## src/rtl/instr_exec_unit.sv

```systemverilog
// rtl/instr_exec_unit.sv - walks a range of stored instructions and streams one result per location
// DIV/MOD run a magnitude restoring divider for OP_W cycles; other opcodes execute in one cycle.
module instr_exec_unit #(
  parameter int OP_W   = 32,
  parameter int RES_W  = 64,
  parameter int ADDR_W = 5
) (
  input  logic              i_clk,
  input  logic              i_reset,
  input  logic              i_start,
  input  logic [ADDR_W-1:0] i_first_addr,
  input  logic [ADDR_W:0]   i_count,
  output logic              o_busy,
  output logic              o_done,
  output logic [ADDR_W-1:0] o_read_pointer,
  input  logic [3:0]        i_instr_opc,
  input  logic [OP_W-1:0]   i_instr_op_a,
  input  logic [OP_W-1:0]   i_instr_op_b,
  output logic              o_res_valid,
  input  logic              i_res_ready,
  output logic [ADDR_W-1:0] o_res_addr,
  output logic [3:0]        o_res_opc,
  output logic [RES_W-1:0]  o_res_data,
  output logic              o_res_div0
);

  localparam int CNT_W = $clog2(OP_W);
  localparam logic [CNT_W-1:0]  DIV_LAST = CNT_W'(OP_W - 1);
  localparam logic [CNT_W-1:0]  CNT_ONE  = CNT_W'(1);
  localparam logic [ADDR_W:0]   LEFT_ONE = (ADDR_W + 1)'(1);
  localparam logic [ADDR_W-1:0] PTR_ONE  = ADDR_W'(1);

  localparam logic [3:0] OPC_ZERO  = 4'd0;
  localparam logic [3:0] OPC_PASSA = 4'd1;
  localparam logic [3:0] OPC_PASSB = 4'd2;
  localparam logic [3:0] OPC_ADD   = 4'd3;
  localparam logic [3:0] OPC_SUB   = 4'd4;
  localparam logic [3:0] OPC_MULT  = 4'd5;
  localparam logic [3:0] OPC_DIV   = 4'd6;
  localparam logic [3:0] OPC_MOD   = 4'd7;

  typedef enum logic [2:0] {
    S_IDLE,
    S_FETCH,
    S_EXEC,
    S_DIVIDE,
    S_OUT,
    S_DONE
  } state_t;

  state_t r_state;
  state_t w_next_state;

  logic [ADDR_W:0]   r_remaining;
  logic [ADDR_W-1:0] r_read_pointer;
  logic [ADDR_W-1:0] r_res_addr;
  logic [3:0]        r_opc;
  logic [OP_W-1:0]   r_a;
  logic [OP_W-1:0]   r_b;
  logic [RES_W-1:0]  r_res_data;
  logic              r_res_div0;

  logic [CNT_W-1:0]  r_div_cnt;
  logic [OP_W-1:0]   r_rem;
  logic [OP_W-1:0]   r_quo;
  logic [OP_W-1:0]   r_dvs;
  logic              r_neg_q;
  logic              r_neg_r;
  logic              r_is_mod;

  logic              w_is_div;
  logic              w_b_zero;
  logic [RES_W-1:0]  w_a_ext;
  logic [RES_W-1:0]  w_b_ext;
  logic [RES_W-1:0]  w_exec_res;
  logic [OP_W-1:0]   w_a_mag;
  logic [OP_W-1:0]   w_b_mag;
  logic [OP_W:0]     w_shift;
  logic [OP_W:0]     w_trial;
  logic [OP_W-1:0]   w_rem_next;
  logic [OP_W-1:0]   w_quo_next;
  logic [RES_W-1:0]  w_q_ext;
  logic [RES_W-1:0]  w_r_ext;
  logic [RES_W-1:0]  w_div_res;

  assign o_busy         = (r_state != S_IDLE);
  assign o_done         = (r_state == S_DONE);
  assign o_res_valid    = (r_state == S_OUT);
  assign o_read_pointer = r_read_pointer;
  assign o_res_addr     = r_res_addr;
  assign o_res_opc      = r_opc;
  assign o_res_data     = r_res_data;
  assign o_res_div0     = r_res_div0;

  assign w_is_div = (r_opc == OPC_DIV) || (r_opc == OPC_MOD);
  assign w_b_zero = (r_b == '0);

  // Operands widened before add/sub so the OP_W+1-bit true result survives sign extension.
  assign w_a_ext = {{(RES_W - OP_W){r_a[OP_W-1]}}, r_a};
  assign w_b_ext = {{(RES_W - OP_W){r_b[OP_W-1]}}, r_b};

  always_comb begin
    w_exec_res = '0;
    case (r_opc)
      OPC_ZERO:  w_exec_res = '0;
      OPC_PASSA: w_exec_res = w_a_ext;
      OPC_PASSB: w_exec_res = w_b_ext;
      OPC_ADD:   w_exec_res = w_a_ext + w_b_ext;
      OPC_SUB:   w_exec_res = w_a_ext - w_b_ext;
      OPC_MULT:  w_exec_res = w_a_ext * w_b_ext;
      default:   w_exec_res = '0;
    endcase
  end

  // Magnitude of the most negative value is still exact as an unsigned OP_W number.
  assign w_a_mag = r_a[OP_W-1] ? (~r_a + 1'b1) : r_a;
  assign w_b_mag = r_b[OP_W-1] ? (~r_b + 1'b1) : r_b;

  assign w_shift    = {r_rem, r_quo[OP_W-1]};
  assign w_trial    = w_shift - {1'b0, r_dvs};
  assign w_rem_next = w_trial[OP_W] ? w_shift[OP_W-1:0] : w_trial[OP_W-1:0];
  assign w_quo_next = {r_quo[OP_W-2:0], ~w_trial[OP_W]};
  assign w_q_ext    = {{(RES_W - OP_W){1'b0}}, w_quo_next};
  assign w_r_ext    = {{(RES_W - OP_W){1'b0}}, w_rem_next};
  assign w_div_res  = r_is_mod ? (r_neg_r ? (~w_r_ext + 1'b1) : w_r_ext)
                               : (r_neg_q ? (~w_q_ext + 1'b1) : w_q_ext);

  always_ff @(posedge i_clk) begin
    if (i_reset) begin
      r_state <= S_IDLE;
    end else begin
      r_state <= w_next_state;
    end
  end

  always_comb begin
    w_next_state = r_state;
    case (r_state)
      S_IDLE: begin
        if (i_start) begin
          w_next_state = (i_count == '0) ? S_DONE : S_FETCH;
        end
      end
      S_FETCH: w_next_state = S_EXEC;
      S_EXEC: begin
        w_next_state = (w_is_div && !w_b_zero) ? S_DIVIDE : S_OUT;
      end
      S_DIVIDE: begin
        if (r_div_cnt == DIV_LAST) begin
          w_next_state = S_OUT;
        end
      end
      S_OUT: begin
        if (i_res_ready) begin
          w_next_state = (r_remaining == LEFT_ONE) ? S_DONE : S_FETCH;
        end
      end
      S_DONE:  w_next_state = S_IDLE;
      default: w_next_state = S_IDLE;
    endcase
  end

  always_ff @(posedge i_clk) begin
    if (i_reset) begin
      r_remaining    <= '0;
      r_read_pointer <= '0;
      r_res_addr     <= '0;
      r_opc          <= '0;
      r_a            <= '0;
      r_b            <= '0;
      r_res_data     <= '0;
      r_res_div0     <= 1'b0;
      r_div_cnt      <= '0;
      r_rem          <= '0;
      r_quo          <= '0;
      r_dvs          <= '0;
      r_neg_q        <= 1'b0;
      r_neg_r        <= 1'b0;
      r_is_mod       <= 1'b0;
    end else begin
      case (r_state)
        S_IDLE: begin
          if (i_start) begin
            r_read_pointer <= i_first_addr;
            r_remaining    <= i_count;
          end
        end
        S_FETCH: begin
          r_opc      <= i_instr_opc;
          r_a        <= i_instr_op_a;
          r_b        <= i_instr_op_b;
          r_res_addr <= r_read_pointer;
        end
        S_EXEC: begin
          r_res_data <= w_exec_res;
          r_res_div0 <= w_is_div && w_b_zero;
          r_rem      <= '0;
          r_quo      <= w_a_mag;
          r_dvs      <= w_b_mag;
          r_div_cnt  <= '0;
          r_neg_q    <= r_a[OP_W-1] ^ r_b[OP_W-1];
          r_neg_r    <= r_a[OP_W-1];
          r_is_mod   <= (r_opc == OPC_MOD);
        end
        S_DIVIDE: begin
          r_rem     <= w_rem_next;
          r_quo     <= w_quo_next;
          r_div_cnt <= r_div_cnt + CNT_ONE;
          if (r_div_cnt == DIV_LAST) begin
            r_res_data <= w_div_res;
          end
        end
        S_OUT: begin
          if (i_res_ready) begin
            r_remaining <= r_remaining - LEFT_ONE;
            if (r_remaining != LEFT_ONE) begin
              r_read_pointer <= r_read_pointer + PTR_ONE;
            end
          end
        end
        default: ;
      endcase
    end
  end

endmodule

```

## config.mk

```make
export PLATFORM = sky130hd
export DESIGN_NAME = instr_exec_unit
export DESIGN_NICKNAME = d
export VERILOG_FILES = /design/src/rtl/instr_exec_unit.sv
export SDC_FILE = /design/constraint.sdc
export NUM_CORES = 2
export LEC_CHECK = 0
export CAP_MARGIN = 20
export CORE_MARGIN = 5
export CORE_UTILIZATION = 65
export CTS_CLUSTER_SIZE = 28
export DETAILED_ROUTE_END_ITERATION = 8
export PLACE_DENSITY = 0.83
export SLEW_MARGIN = 10
export SYNTH_ARGS = -nofsm -noshare
export SYNTH_HDL_FRONTEND = slang
export SYNTH_SLANG_ARGS = --single-unit
```

## constraint.sdc

```tcl
create_clock -name i_clk -period 10.3 [get_ports i_clk]
set_input_delay 1.03 -clock i_clk [delete_from_list [all_inputs] [get_ports i_clk]]
set_output_delay 1.03 -clock i_clk [all_outputs]
set_load 0.02 [all_outputs]
```

==> results.toml <==
[outcome]
status = "finished, final reports clean"

[drt]
route.detailed.wl_per_inst_um = 24.88
viasPerCell = 6.394
num_vias = 49861
drt_iter0_drc = 6016
final_antenna_net_count = 0
firstDrtPassIters = 9
drc = 0
routed_wl_um = 194000

[global_route]
grt_overflow_total = 0
antenna_found_initial = 4
grt_max_degree = 81
grt_pass1_wl_um = 300000
grt_use_total = 0.4156
grt_pass1_vias = 51551

[cells_and_area]
drive_gt1_frac = 0.04130
nets = 8071
final_util = 0.6939
fillers = 6830
syn_to_final_growth_pct = 6.426
final-seq-area_mm2 = 0.005132
multi_input_area_mm2 = 0.04551

[worst_setup_path]
path_delay_family = "adder cells"
crit_cells = 25
reg2reg_depth = 25
critPathLaunchType = "register"
cp_slowest_stage_delay_ns = 1.00
critical_path.most_common_cell = "fa_1"
path_buf_inv = 4
endpoint = "o_res_data[29]"
critical_path.max_fanout = 28
cp-startpoint = "r_a[10]"
rr_startpoint = "r_a[10]"
cp.required_ns = 10.72
rrSetupSlack_ns = 0.57
crit_type = "reg2reg"
timing.rr.end = "o_res_data[29]"
endpoint_kind = "register"
crit_path_top_delay_cell = "dfxtp_2"
crit_arrival_ns = 10.15

[synth]
netlist_instances = 6724
synth_edf_count = 0
synth-warning-count = 0
async_reset_ff_frac = 0
synth_area_leaders = "fa_1 39%, dfxtp_1 9.1%, inv_1 7.2%"
synth_top_area_share = 0.3852
ys_seq_area_frac = 0.09089
synth_area_per_cell_um2 = 8.386
yosys_most_used_dff = "dfxtp_1"
ys_ff_latch = 256
synth_top_cell_by_area = "fa_1"
syn_area_mm2 = 0.05639
synth_nets = 8184
yosysUniqueCellTypes = 101

[sta]
finalHoldViolCount = 0
tightest_slew_ns = 1.204
fin_ws_ns = 0.5744
maxSlewViolCount = 0
relSlewSlack = 0.1975
fin_crit_sh = 0.9442
skew_ns = 0.05012
fin_tns_setup_ns = 0
fin_crit_ns = 9.726
rsz0062_at_grt = "false"
setup_viol = 0
max_freq_mhz = 102.8
hold_slack_ns = 0.4579

[power_and_ir_drop]
power.density_mw_per_mm2 = 159.6
ir_drop_v = 0.0001567
p_leak_nw = 28.05

[place]
place.gp.congestion = 1.056
pre_cts_ws_ns = 0.9640
dp_hpwl_um = 149400
port_buffers = 164

[clock_tree]
clkSlewWorstSetupHoldPaths_ns = 0.06
clock-sinks = 256
cts_resized = 0
hold_buffers = 0
cts-root-buf = "clkbuf_16"
cts_buffers = 34
clk_latency_ns = 0.60
htreeDepth = 2
cts_tree = "done"
ctsLongestPathBuffers = 3
post-cts-setup-buffer-count = 0

[min_path]
hold_depth = 2
hold_class = "reg2reg"

[die]
die_w_um = 304.5
rows = 108
start_util = 0.6520
core_mm2 = 0.08648
ios = 165
fp.dieArea_mm2 = 0.09274
die_h_um = 304.5

[job]
maxCapViolations = 0
-- flip-flops by register name, summed over array words and instances (netlist names) --
signal          flops
o_res_data         64
r_a                32
r_b                32
r_dvs              32
r_quo              32
r_rem              32
r_remaining         6
o_read_pointer      5
o_res_addr          5
r_div_cnt           5
o_res_opc           4
r_state             3
o_res_div0          1
r_is_mod            1
r_neg_q             1
r_neg_r             1
-- Yosys cell counts (45+ instances only) --
cell type	n
nand2_1	882
inv_1	1086
nor2_1	379
a21o_1	53
fa_1	1085
nor3_1	74
xnor2_1	111
o21ai_0	277
dfxtp_1	256
ha_1	292
clkbuf_1	393
a211oi_1	72
a21oi_1	337
a31oi_1	46
nand2b_1	45
nand3_1	74
and2_1	465
xor2_1	76
-- worst min path at each step --
| stage | slack (ns) | from | endpoint |
|---|---|---|---|
| after global routing | 0.47 | r_b[29] | r_b[29] |
| final | 0.46 | r_b[29] | r_b[29] |
| after CTS | 0.46 | r_b[29] | r_b[29] |
| after global placement | 0.44 | r_div_cnt[4] | r_div_cnt[4] |
| after floorplan | 0.44 | r_div_cnt[4] | r_div_cnt[4] |
| after detailed placement | 0.45 | r_b[29] | r_b[29] |
-- where the power goes --
| group | internal [mW] | switching [mW] |
|---|---|---|
| clock network | 0.735 | 0.534 |
| registers | 1.13 | 0.273 |
| logic | 2.36 | 4.54 |
| total | 4.23 | 5.35 |
-- layout make-up --
class / count / area share
multi-input combinational: 4934 / 0.7583
inverter: 1094 / 0.06843
timing repair buffer: 291 / 0.04441
clock inverter: 12 / 0.002815
clock buffer: 48 / 0.01607
sequential: 256 / 0.08552
tap: 1155 / 0.02408
antenna: 8 / 0.0003336
-- worst register-to-register path: stages, from the launching register on --
cell       delay (ns)
dfxtp_2          1.00
buf_4            0.44
nand2_1          0.13
fa_1             0.54
inv_1            0.05
fa_1             0.47
fa_1             0.50
inv_1            0.05
fa_1             0.47
inv_1            0.06
fa_1             0.48
fa_1             0.57
fa_1             0.43
fa_1             0.44
ha_1             0.38
a21oi_1          0.27
o21ai_0          0.12
a21oi_1          0.33
nand2_1          0.26
o21ai_0          0.48
o21ai_0          0.27
xor2_1           0.24
a222oi_1         0.34
o21ai_1          0.16
a2111oi_0        0.89
a31oi_1          0.19
-- through the flow --
| step | total power [mW] | instances | cell area, µm² |
|---|---|---|---|
| 5_1_grt | 10.15 | 7791 | 59990 |
| 4_1_cts | 9.361 | 7789 | 59970 |
| 3_5_place_dp | 8.060 | 7729 | 58840 |
| 6_report | 9.579 | 7798 | 60010 |
| 3_3_place_gp | 7.944 | 7727 | 58830 |
| 2_1_floorplan | 5.963 | 6724 | 56390 |
-- per-layer routing --
layer  wire (µm)  global-route usage  vias up
met3       24200              0.1180      911
met4       16100              0.2628        4
met2       85410              0.6388     3306
met5          22                   0        -
met1       68290              0.5210    24489
li1            -                   -    21151
-- layout by cell type (no fill, tap or decap), types with 35 or more instances in the layout --
cell             Yosys  routed
xnor2_1            111     111
or3_1               36      35
inv_1             1086    1086
mux2i_1             40      40
ha_1               292     292
a21oi_1            337     336
nor3_1              74      70
a22oi_1             44      44
dfxtp_1            256     250
clkdlybuf4s50_1      0     163
a31oi_1             46      46
nand2b_1            45      44
buf_4                1     119
nor2_1             379     375
fa_1              1085    1085
o211ai_1            44      44
o21ai_0            277     276
nand3_1             74      74
and2_1             465     465
o31ai_1             42      42
clkbuf_16            0      35
a21o_1              53      53
nand2_1            882     882
a211oi_1            72      72
xor2_1              76      76
-- logic make-up (layout without fill, tap and decap cells) --
logic type / Yosys count / after routing / synth area share
other cells: 0 / 8 / 0
fa+ha+maj: 1377 / 1377 / 0.4500
mux: 52 / 52 / 0.009697
compound gates: 1204 / 1204 / 0.1396
buf+inv: 1534 / 1445 / 0.1031
flops: 256 / 256 / 0.09089
xor+xnor: 187 / 187 / 0.02905
simple gates: 2114 / 2114 / 0.1777
(Power assumes the default switching activity.)
